$ cat config.mk
export PLATFORM = sky130hd
export DESIGN_NAME = spi_pixel_unpacker
export DESIGN_NICKNAME = d
export VERILOG_FILES = /design/src/rtl/spi_pkg.sv /design/src/rtl/spi_word_fifo.sv /design/src/rtl/spi_pixel_unpacker.sv
export SDC_FILE = /design/constraint.sdc
export NUM_CORES = 1
export LEC_CHECK = 0
export BUFFER_PORTS_ARGS = -buffer_cell sky130_fd_sc_hd__buf_4
export CAP_MARGIN = 20
export CORE_UTILIZATION = 55
export DETAILED_ROUTE_END_ITERATION = 12
export GPL_TIMING_DRIVEN = 0
export PLACE_DENSITY = 0.73
export SYNTH_ARGS = -nofsm -noshare
export SYNTH_HDL_FRONTEND = slang
export SYNTH_SLANG_ARGS = --single-unit
export TNS_END_PERCENT = 1
$ cat constraint.sdc
create_clock -name clk -period 10.45 [get_ports clk]
set_clock_uncertainty 0.15 [all_clocks]
set_input_delay 2.09 -clock clk [delete_from_list [all_inputs] [get_ports clk]]
set_output_delay 2.09 -clock clk [all_outputs]
set_load 0.05 [all_outputs]
$ cat src/rtl/spi_pkg.sv
// Shared types and geometry for the SPI pixel unpacker.
package spi_pkg;
   localparam int DATA_WIDTH = 2;
   localparam int DATA_DEPTH = 16;
   localparam int SPI_WORD_W = DATA_WIDTH * DATA_DEPTH;
   localparam int IDX_W      = $clog2(DATA_DEPTH);

   typedef logic [SPI_WORD_W-1:0] spi_word_t;
   typedef logic [DATA_WIDTH-1:0] spi_elem_t;

   typedef enum logic {
      IDLE = 1'b0,
      EMIT = 1'b1
   } unpack_state_t;
endpackage

$ cat src/rtl/spi_word_fifo.sv
// Small word FIFO; a write while full is accepted only when a read happens in the same cycle.
module spi_word_fifo
   import spi_pkg::*;
#(
   parameter  int FIFO_DEPTH = 4,
   localparam int CNT_W      = $clog2(FIFO_DEPTH + 1),
   localparam int PTR_W      = $clog2(FIFO_DEPTH)
) (
   input  logic                  clk,
   input  logic                  nrst,
   input  logic                  wr_en,
   input  logic [SPI_WORD_W-1:0] wr_data,
   input  logic                  rd_en,
   output logic [SPI_WORD_W-1:0] rd_data,
   output logic                  full,
   output logic                  empty,
   output logic [CNT_W-1:0]      count
);

   spi_word_t        mem_q [FIFO_DEPTH];
   logic [PTR_W-1:0] wr_ptr_q, wr_ptr_d;
   logic [PTR_W-1:0] rd_ptr_q, rd_ptr_d;
   logic [CNT_W-1:0] count_q, count_d;
   logic             do_wr, do_rd;

   assign full    = (count_q == CNT_W'(FIFO_DEPTH));
   assign empty   = (count_q == '0);
   assign count   = count_q;
   assign rd_data = mem_q[rd_ptr_q];

   always_comb begin
      do_rd    = rd_en && !empty;
      do_wr    = wr_en && (!full || do_rd);
      wr_ptr_d = wr_ptr_q + PTR_W'(do_wr);
      rd_ptr_d = rd_ptr_q + PTR_W'(do_rd);
      count_d  = count_q;
      if (do_wr && !do_rd) begin
         count_d = count_q + 1'b1;
      end else if (do_rd && !do_wr) begin
         count_d = count_q - 1'b1;
      end
   end

   always_ff @(posedge clk) begin
      if (!nrst) begin
         wr_ptr_q <= '0;
         rd_ptr_q <= '0;
         count_q  <= '0;
      end else begin
         wr_ptr_q <= wr_ptr_d;
         rd_ptr_q <= rd_ptr_d;
         count_q  <= count_d;
      end
   end

   // Storage carries no reset; pointers and count define what is valid.
   always_ff @(posedge clk) begin
      if (do_wr) begin
         mem_q[wr_ptr_q] <= wr_data;
      end
   end

endmodule

$ cat src/rtl/spi_pixel_unpacker.sv
// Buffers SPI words and unpacks them into a valid/ready element stream.
// Define SPI_UNPACK_LSB_FIRST_EN to emit element 0 from the word LSBs instead of the MSBs.
module spi_pixel_unpacker
   import spi_pkg::*;
#(
   parameter  int FIFO_DEPTH = 4,
   localparam int CNT_W      = $clog2(FIFO_DEPTH + 1)
) (
   input  logic                  clk,
   input  logic                  nrst,
   input  logic                  word_valid,
   input  logic [SPI_WORD_W-1:0] word_in,
   input  logic                  pix_ready,
   output logic                  pix_valid,
   output logic [DATA_WIDTH-1:0] pix_data,
   output logic                  pix_last,
   output logic [CNT_W-1:0]      fifo_count,
   output logic                  overflow
);

   unpack_state_t    state_q, state_d;
   spi_word_t        word_q, word_d;
   logic [IDX_W-1:0] idx_q, idx_d;
   logic             overflow_q, overflow_d;

   logic             fifo_wr, fifo_rd, fifo_full, fifo_empty;
   spi_word_t        fifo_rd_data;
   logic             bypass, xfer, is_last;
   spi_elem_t        elems [DATA_DEPTH];

   spi_word_fifo #(.FIFO_DEPTH(FIFO_DEPTH)) u_fifo (
      .clk     (clk),
      .nrst    (nrst),
      .wr_en   (fifo_wr),
      .wr_data (word_in),
      .rd_en   (fifo_rd),
      .rd_data (fifo_rd_data),
      .full    (fifo_full),
      .empty   (fifo_empty),
      .count   (fifo_count)
   );

`ifdef SPI_UNPACK_LSB_FIRST_EN
   for (genvar gi = 0; gi < DATA_DEPTH; gi++) begin : g_elem_lsb
      assign elems[gi] = word_q[gi*DATA_WIDTH +: DATA_WIDTH];
   end
`else
   for (genvar gi = 0; gi < DATA_DEPTH; gi++) begin : g_elem_msb
      assign elems[gi] = word_q[SPI_WORD_W-1-gi*DATA_WIDTH -: DATA_WIDTH];
   end
`endif

   assign pix_valid = (state_q == EMIT);
   assign pix_data  = elems[idx_q];
   assign pix_last  = is_last;
   assign overflow  = overflow_q;

   always_comb begin
      state_d  = state_q;
      word_d   = word_q;
      idx_d    = idx_q;
      fifo_rd  = 1'b0;
      bypass   = 1'b0;
      is_last  = (idx_q == IDX_W'(DATA_DEPTH - 1));
      xfer     = pix_valid && pix_ready;

      case (state_q)
         IDLE: begin
            if (!fifo_empty) begin
               fifo_rd = 1'b1;
               word_d  = fifo_rd_data;
               idx_d   = '0;
               state_d = EMIT;
            end else if (word_valid) begin
               bypass  = 1'b1;
               word_d  = word_in;
               idx_d   = '0;
               state_d = EMIT;
            end
         end
         EMIT: begin
            if (xfer) begin
               if (!is_last) begin
                  idx_d = idx_q + 1'b1;
               end else if (!fifo_empty) begin
                  // Back-to-back words: reload without a bubble.
                  fifo_rd = 1'b1;
                  word_d  = fifo_rd_data;
                  idx_d   = '0;
               end else begin
                  idx_d   = '0;
                  state_d = IDLE;
               end
            end
         end
         default: state_d = IDLE;
      endcase

      fifo_wr    = word_valid && !bypass;
      overflow_d = overflow_q || (fifo_wr && fifo_full && !fifo_rd);
   end

   always_ff @(posedge clk) begin
      if (!nrst) begin
         state_q    <= IDLE;
         word_q     <= '0;
         idx_q      <= '0;
         overflow_q <= 1'b0;
      end else begin
         state_q    <= state_d;
         word_q     <= word_d;
         idx_q      <= idx_d;
         overflow_q <= overflow_d;
      end
   end

endmodule

Word-level counts from Yosys, hierarchy flattened
Memories as Yosys holds them, arrays and structs flattened. A register that Yosys moved wholly into a read port is not among the register bits.
Cells that the tools add are included.
Storage, ports and cells
  latch bits: 0
  output and inout port bits: 8
  memory bits (writable): 128
  flip-flop bits (word level): 45
  bits in read-only memories: 0
  bits of input ports: 36
  memories kept: 1
  word-level logic and storage cells: 72
Memory list
  u_fifo.mem_q: words 4, width 32, rd ports 1, clocked after memory_dff 1, wr ports 1, RTL line spi_word_fifo.sv:20  | spi_word_t mem_q [FIFO_DEPTH];
Cells by class
  add/subtract/negate cells: 5
  multiply operators: 0
  eq/ne operators: 6
  shift operators: 0
  reductions and logical operators: 20
  muxes and demuxes: 30
  order comparisons: 1
  bitwise gates (word level): 2
  div/mod/pow operators: 0
Operator list (number)
  32-bit 2-to-1 mux: 5
  32-bit case mux with 2 select lines: 1
  4-bit 2-to-1 mux: 4
  1-bit 2-to-1 mux: 11
  2-bit binary-select mux with 4-bit select: 1
  1-bit logical AND: 8
  4-bit case mux with 2 select lines: 1
  1-bit logical NOT: 6
  2-bit 2-to-1 mux: 3
  3-bit 2-to-1 mux: 2
  5-bit greater-or-equal comparator (second input constant): 1
  4-bit NOT with 5-bit output: 1
  2-bit by 1-bit adder with 2-bit output: 2
  4-bit by 1-bit adder with 4-bit output (second input constant): 1
  4-bit equality test (second input constant): 1
  2-bit != test (second input constant): 2
  1-bit case mux with 2 select lines: 2
  4-bit AND reduction: 1
  3-bit by 1-bit adder with 3-bit output (second input constant): 1
  3-bit equality test (second input constant): 1
  3-bit logical NOT: 1
  3-bit != test (second input constant): 1
  3-bit by 1-bit subtractor with 3-bit output (second input constant): 1
  1-bit logical OR: 2
  other kinds (4): 4

Logic depth before layout (Yosys ltp)
  depth after elaboration: 12
  depth in mapped cells: 11
  mapped depth without buffers: 11

By module
From an unflattened synthesis, not the netlist that was laid out.
Unflattened totals
  cells, all modules: 407
  area, all modules: 7184.4 um^2
By module, submodules not included
  spi_word_fifo: area an instance 5047.3 um^2, cells an instance 206, instances 1
  spi_pixel_unpacker: area an instance 2137.0 um^2, cells an instance 201, instances 1

Least setup slack after synthesis
OpenSTA, ideal clock, no wires.
  path kind: input to register
  start: input port pix_ready
  end: memory u_fifo.mem_q[0][0] in the netlist's numbering (enable)
  arrival: 5.908 ns
  required time: 9.787 ns
  path slack: 3.879 ns
  stages: 4
  buffers on the path: 0
  cells stage by stage: nand4_1 > nand3_1 > a211oi_1 > nor4b_1
On the way
  longest elaborated chain between the ends: 8
Ends and longest elaborated chain
  start: declaration: RTL line spi_pixel_unpacker.sv:13  | input logic pix_ready,
  1-bit logical AND: RTL line spi_pixel_unpacker.sv:65  | xfer = pix_valid && pix_ready;
  1-bit 2-to-1 mux: RTL line spi_pixel_unpacker.sv:82  | if (xfer) begin
  1-bit case mux with 2 select lines: RTL line spi_pixel_unpacker.sv:67  | case (state_q)
  1-bit logical AND: RTL line spi_word_fifo.sv:32  | do_rd = rd_en && !empty;
  1-bit logical OR: RTL line spi_word_fifo.sv:33  | do_wr = wr_en && (!full || do_rd);
  1-bit logical AND: RTL line spi_word_fifo.sv:33
  1-bit 2-to-1 mux: RTL line spi_word_fifo.sv:58  | if (do_wr) begin
  1-bit 2-to-1 mux (not written as such): RTL line spi_word_fifo.sv:59  | mem_q[wr_ptr_q] <= wr_data;
  end: declaration: RTL line spi_word_fifo.sv:20
Every way passes these cells.

Worst setup path in the final report
  start: register idx_q[0]
  end: output port pix_data[1]
On the way
  longest elaborated chain between the ends: 4
Ends and longest elaborated chain
  start: declaration: RTL line spi_pixel_unpacker.sv:23  | logic [IDX_W-1:0] idx_q, idx_d;
  start signal: assignment: RTL line spi_pixel_unpacker.sv:112  | idx_q <= idx_d;
  4-bit NOT with 5-bit output (not written as such): RTL line spi_pixel_unpacker.sv:54  | assign pix_data = elems[idx_q];
  2-bit binary-select mux with 4-bit select: RTL line spi_pixel_unpacker.sv:54
  2-bit 2-to-1 mux (not written as such) (2 in series): RTL line spi_pixel_unpacker.sv:54
  end: declaration: RTL line spi_pixel_unpacker.sv:15  | output logic [DATA_WIDTH-1:0] pix_data,
Every way passes these cells. The select of a mux whose other input is x is not followed.

==> implementation parameters <==
Parameter                              Value

Run status
  Run status ... completed

Power
  Power per standard cell area ... between 200 and 300 nW/µm²
  Leakage power figure ... 2.80 nW
  IR drop worst, VDD ... about 150 µV

Cells and area
  Share of final-layout standard cells stronger than drive strength 1 ... 0.326
  Nets ... 553
  Area overhead of the layout relative to synthesis ... 17.4%
  Number of inserted diodes ... 0

STA
  Headroom to the max-slew limit ... 0.315
  Fin Setup TNS ... 0 ns
  Final critical path time including I/O delays and setup ... between 4 and 5 ns
  Fin. Hold Viols ... 0
  Least-Margin Pin Slew ... 1.02 ns
  Final setup fails ... 0
  Crit share post-route ... 0.438
  Fmax ... 219 MHz
  Final setup slack of the worst path ... 5.88 ns
  Number of max-slew violations in the final report ... 0
  RSZ-0062 raised after global routing ... no

Drt
  Per-cell via count in the routed design ... 5.81
  DRT antenna net count ... 0
  Routed wire per std cell ... between 15 and 20 µm
  DR pass1 iterations ... 5
  DR vias ... 4,051
  Drt total wl ... 13.8 mm
  DRC violation count after routing ... 0
  Detailed router's first-iteration violation count ... between 300 and 400

Hold path
  Worst hold path startpoint ... overflow
  Count of cells along the worst hold path ... 2
  Worst hold path class ... flop to flop
  Hold endpoint ... overflow

Synthesis
  Synth unique cells ... 42
  Cell count after synthesis ... 443
  Most used DFF post-synth ... edfxtp_1
  Mean instance size in the synthesized netlist ... between 15 and 20 µm²
  Total of flip-flops plus latches after synthesis ... approximately 170
  Portion of the post-synthesis area used by sequential elements ... 0.669
  Ranking of synthesized cells by instance count ... edfxtp_1, dfxtp_1, mux4_2
  Async S/R FF share, synth ... 0
  Most frequently used cell type in the post-synthesis netlist ... edfxtp_1
  Synth warn ... 0
  Number of synthesized flops with an enable pin ... 128
  Synthesized net count ... 484
  Area share of the largest cell type after synthesis ... 0.542
  Cell area after synthesis ... between 7000 and 8000 µm²
  Top cells by area, synth ... edfxtp_1, dfxtp_1, mux4_2
  Library cell occupying the most area in the post-synthesis netlist ... edfxtp_1

Clocking
  Worst-skew pair later-pin latency ... roughly 0.43 ns
  Post CTS Setup Buffer Count ... 0
  Bufs on Longest Clock Path ... 2
  Reg clk slew, reported paths ... 0.06 ns
  H-tree levels ... 4
  Root buffer selected by CTS ... clkbuf_16
  Quantity of gates resized following cts ... 0
  Clock tree from TritonCTS ... done
  Number of buffers inserted by hold repair at cts ... 0
  Clock Sink Count ... ~170
  Number of buffers added by the clock tree synthesis step ... 17

Setup path
  Cells on worst reg2reg path ... 11
  Worst setup path startpoint ... idx_q[0]
  Reg2reg start ... idx_q[0]
  Arrival time at the worst endpoint ... 2.33 ns
  Top fanout value on the critical path ... 9
  Critical Path End Type ... primary output
  Crit path required time ... 8.21 ns
  Critical Setup Path Class ... flop to primary output
  Worst setup slack for register-to-register paths ... between 7 and 8 ns
  Endpoint of the lowest-slack register-to-register path ... u_fifo.count[2]
  Startpoint type of the worst setup path ... flop

Die
  Initial core utilization ... 0.562
  Placement row count ... roughly 40
  Placeable core region ... approximately 13,000 µm²
  Total die area ... roughly 13,000 µm²
  I/O pin total ... 44
  X dimension of the die ... 116 µm
  Die span in y ... around 120 µm

Global route
  Total routing resource utilization after global routing ... 0.230
  Antenna violations before repair ... 0
  Pin count of the biggest net entering global routing ... 33
  Number of global-route vias before repair ... 4,116
  GR Overflow Total ... 0
  Global-route wire length before repair ... 22.1 mm

Run
  Max capacitance violation total ... 0

Placed design
  Routability-driven placement congestion ratio ... 0.790
  Input/output buffers ... 43
  Dpl hpwl ... 8.93 mm
  Worst slack at placement ... 5.68 ns
placed cells by master, fill, tap and decap left out, drive strengths merged, types with 2 or more instances in the layout:
cell type and instances:
xnor2 2, edfxtp 128, bufinv 3, clkinvlp 3
nand2b 2, ha 4, nand3 3, nand2 37
nor3 5, o21bai 32, nor2 9, mux4 40
clkbuf 30, inv 3, a21oi 38, and2 2
mux2i 3, buf 71, o21ai 34, dfxtp 45
or3 2, a211oi 3, a31oi 3, nor2b 3
xor2 2, clkinv 6
how the worst max path moves through the flow:
stage | to | slack [ns] | cells after the start
floorplan | u_fifo.mem_q[0][0] | 3.88 | 4
global placement | u_fifo.mem_q[0][6] | 0.98 | 5
detailed placement | u_fifo.count[2] | 5.68 | 11
CTS | pix_data[0] | 5.89 | 6
global route | pix_data[0] | 5.80 | 5
finish | pix_data[1] | 5.88 | 6
sequential cells by signal, indices dropped and copies added (netlist names):
register / count
elems: 32
u_fifo.mem_q: 128
u_fifo.count: 3
pix_valid: 1
u_fifo.rd_ptr_q: 2
idx_q: 4
overflow: 1
u_fifo.wr_ptr_q: 2
layer usage:
layer | vias to the layer above | wire length, µm | track usage
li1 | 1864 | - | -
met4 | 0 | 235 | 0.106
met1 | 2042 | 5980 | 0.314
met5 | - | 0 | 0
met3 | 22 | 778 | 0.0471
met2 | 123 | 6770 | 0.358
area by class of cell:
class / count / area [µm²]
Buffer: 31 / 173
Clock buffer: 20 / 437
Clock inverter: 12 / 146
Fill cell: 903 / 4290
Inverter: 3 / 13.8
Multi-Input combinational cell: 236 / 2190
Sequential cell: 173 / 4740
Tap cell: 172 / 215
Timing Repair Buffer: 50 / 407
stage by stage:
step | hold slack [ns] | total power, W | instances | cell area, µm² | utilization
after global routing | 0.365 | 0.00230 | 697 | 8330 | 0.660
after global placement | 0.297 | 0.00156 | 658 | 7630 | 0.605
after detailed placement | 0.314 | 0.00158 | 665 | 7740 | 0.614
after floorplan | 0.341 | 0.00140 | 443 | 7090 | -
final | 0.322 | 0.00219 | 697 | 8330 | 0.660
after CTS | 0.329 | 0.00221 | 697 | 8330 | 0.660
report_power, final:
part           internal (W)  switching [W]  total, W
clock              0.000373       0.000250  0.000624
sequential         0.000861      0.0000489  0.000910
combinational      0.000291       0.000367  0.000659
logic make-up after synthesis:
group / Yosys count / synth area share
multiplexers: 43 / 0.131
flip-flops: 173 / 0.669
adder cells (fa/ha/maj): 5 / 0.00988
AO/OA/AOI/OAI: 114 / 0.112
XOR/XNOR: 4 / 0.00494
buffers and inverters: 34 / 0.0263
AND/OR/NAND/NOR: 70 / 0.0473
worst max-delay path, stage by stage, from the launching register on:
cell      delay [ns]
dfxtp_1         0.35
buf_2           0.29
mux4_2          0.56
nor2b_1         0.15
a211oi_1        0.23
a21oi_1         0.10
buf_4           0.21
Note: power is estimated with default switching activity, not from simulation.
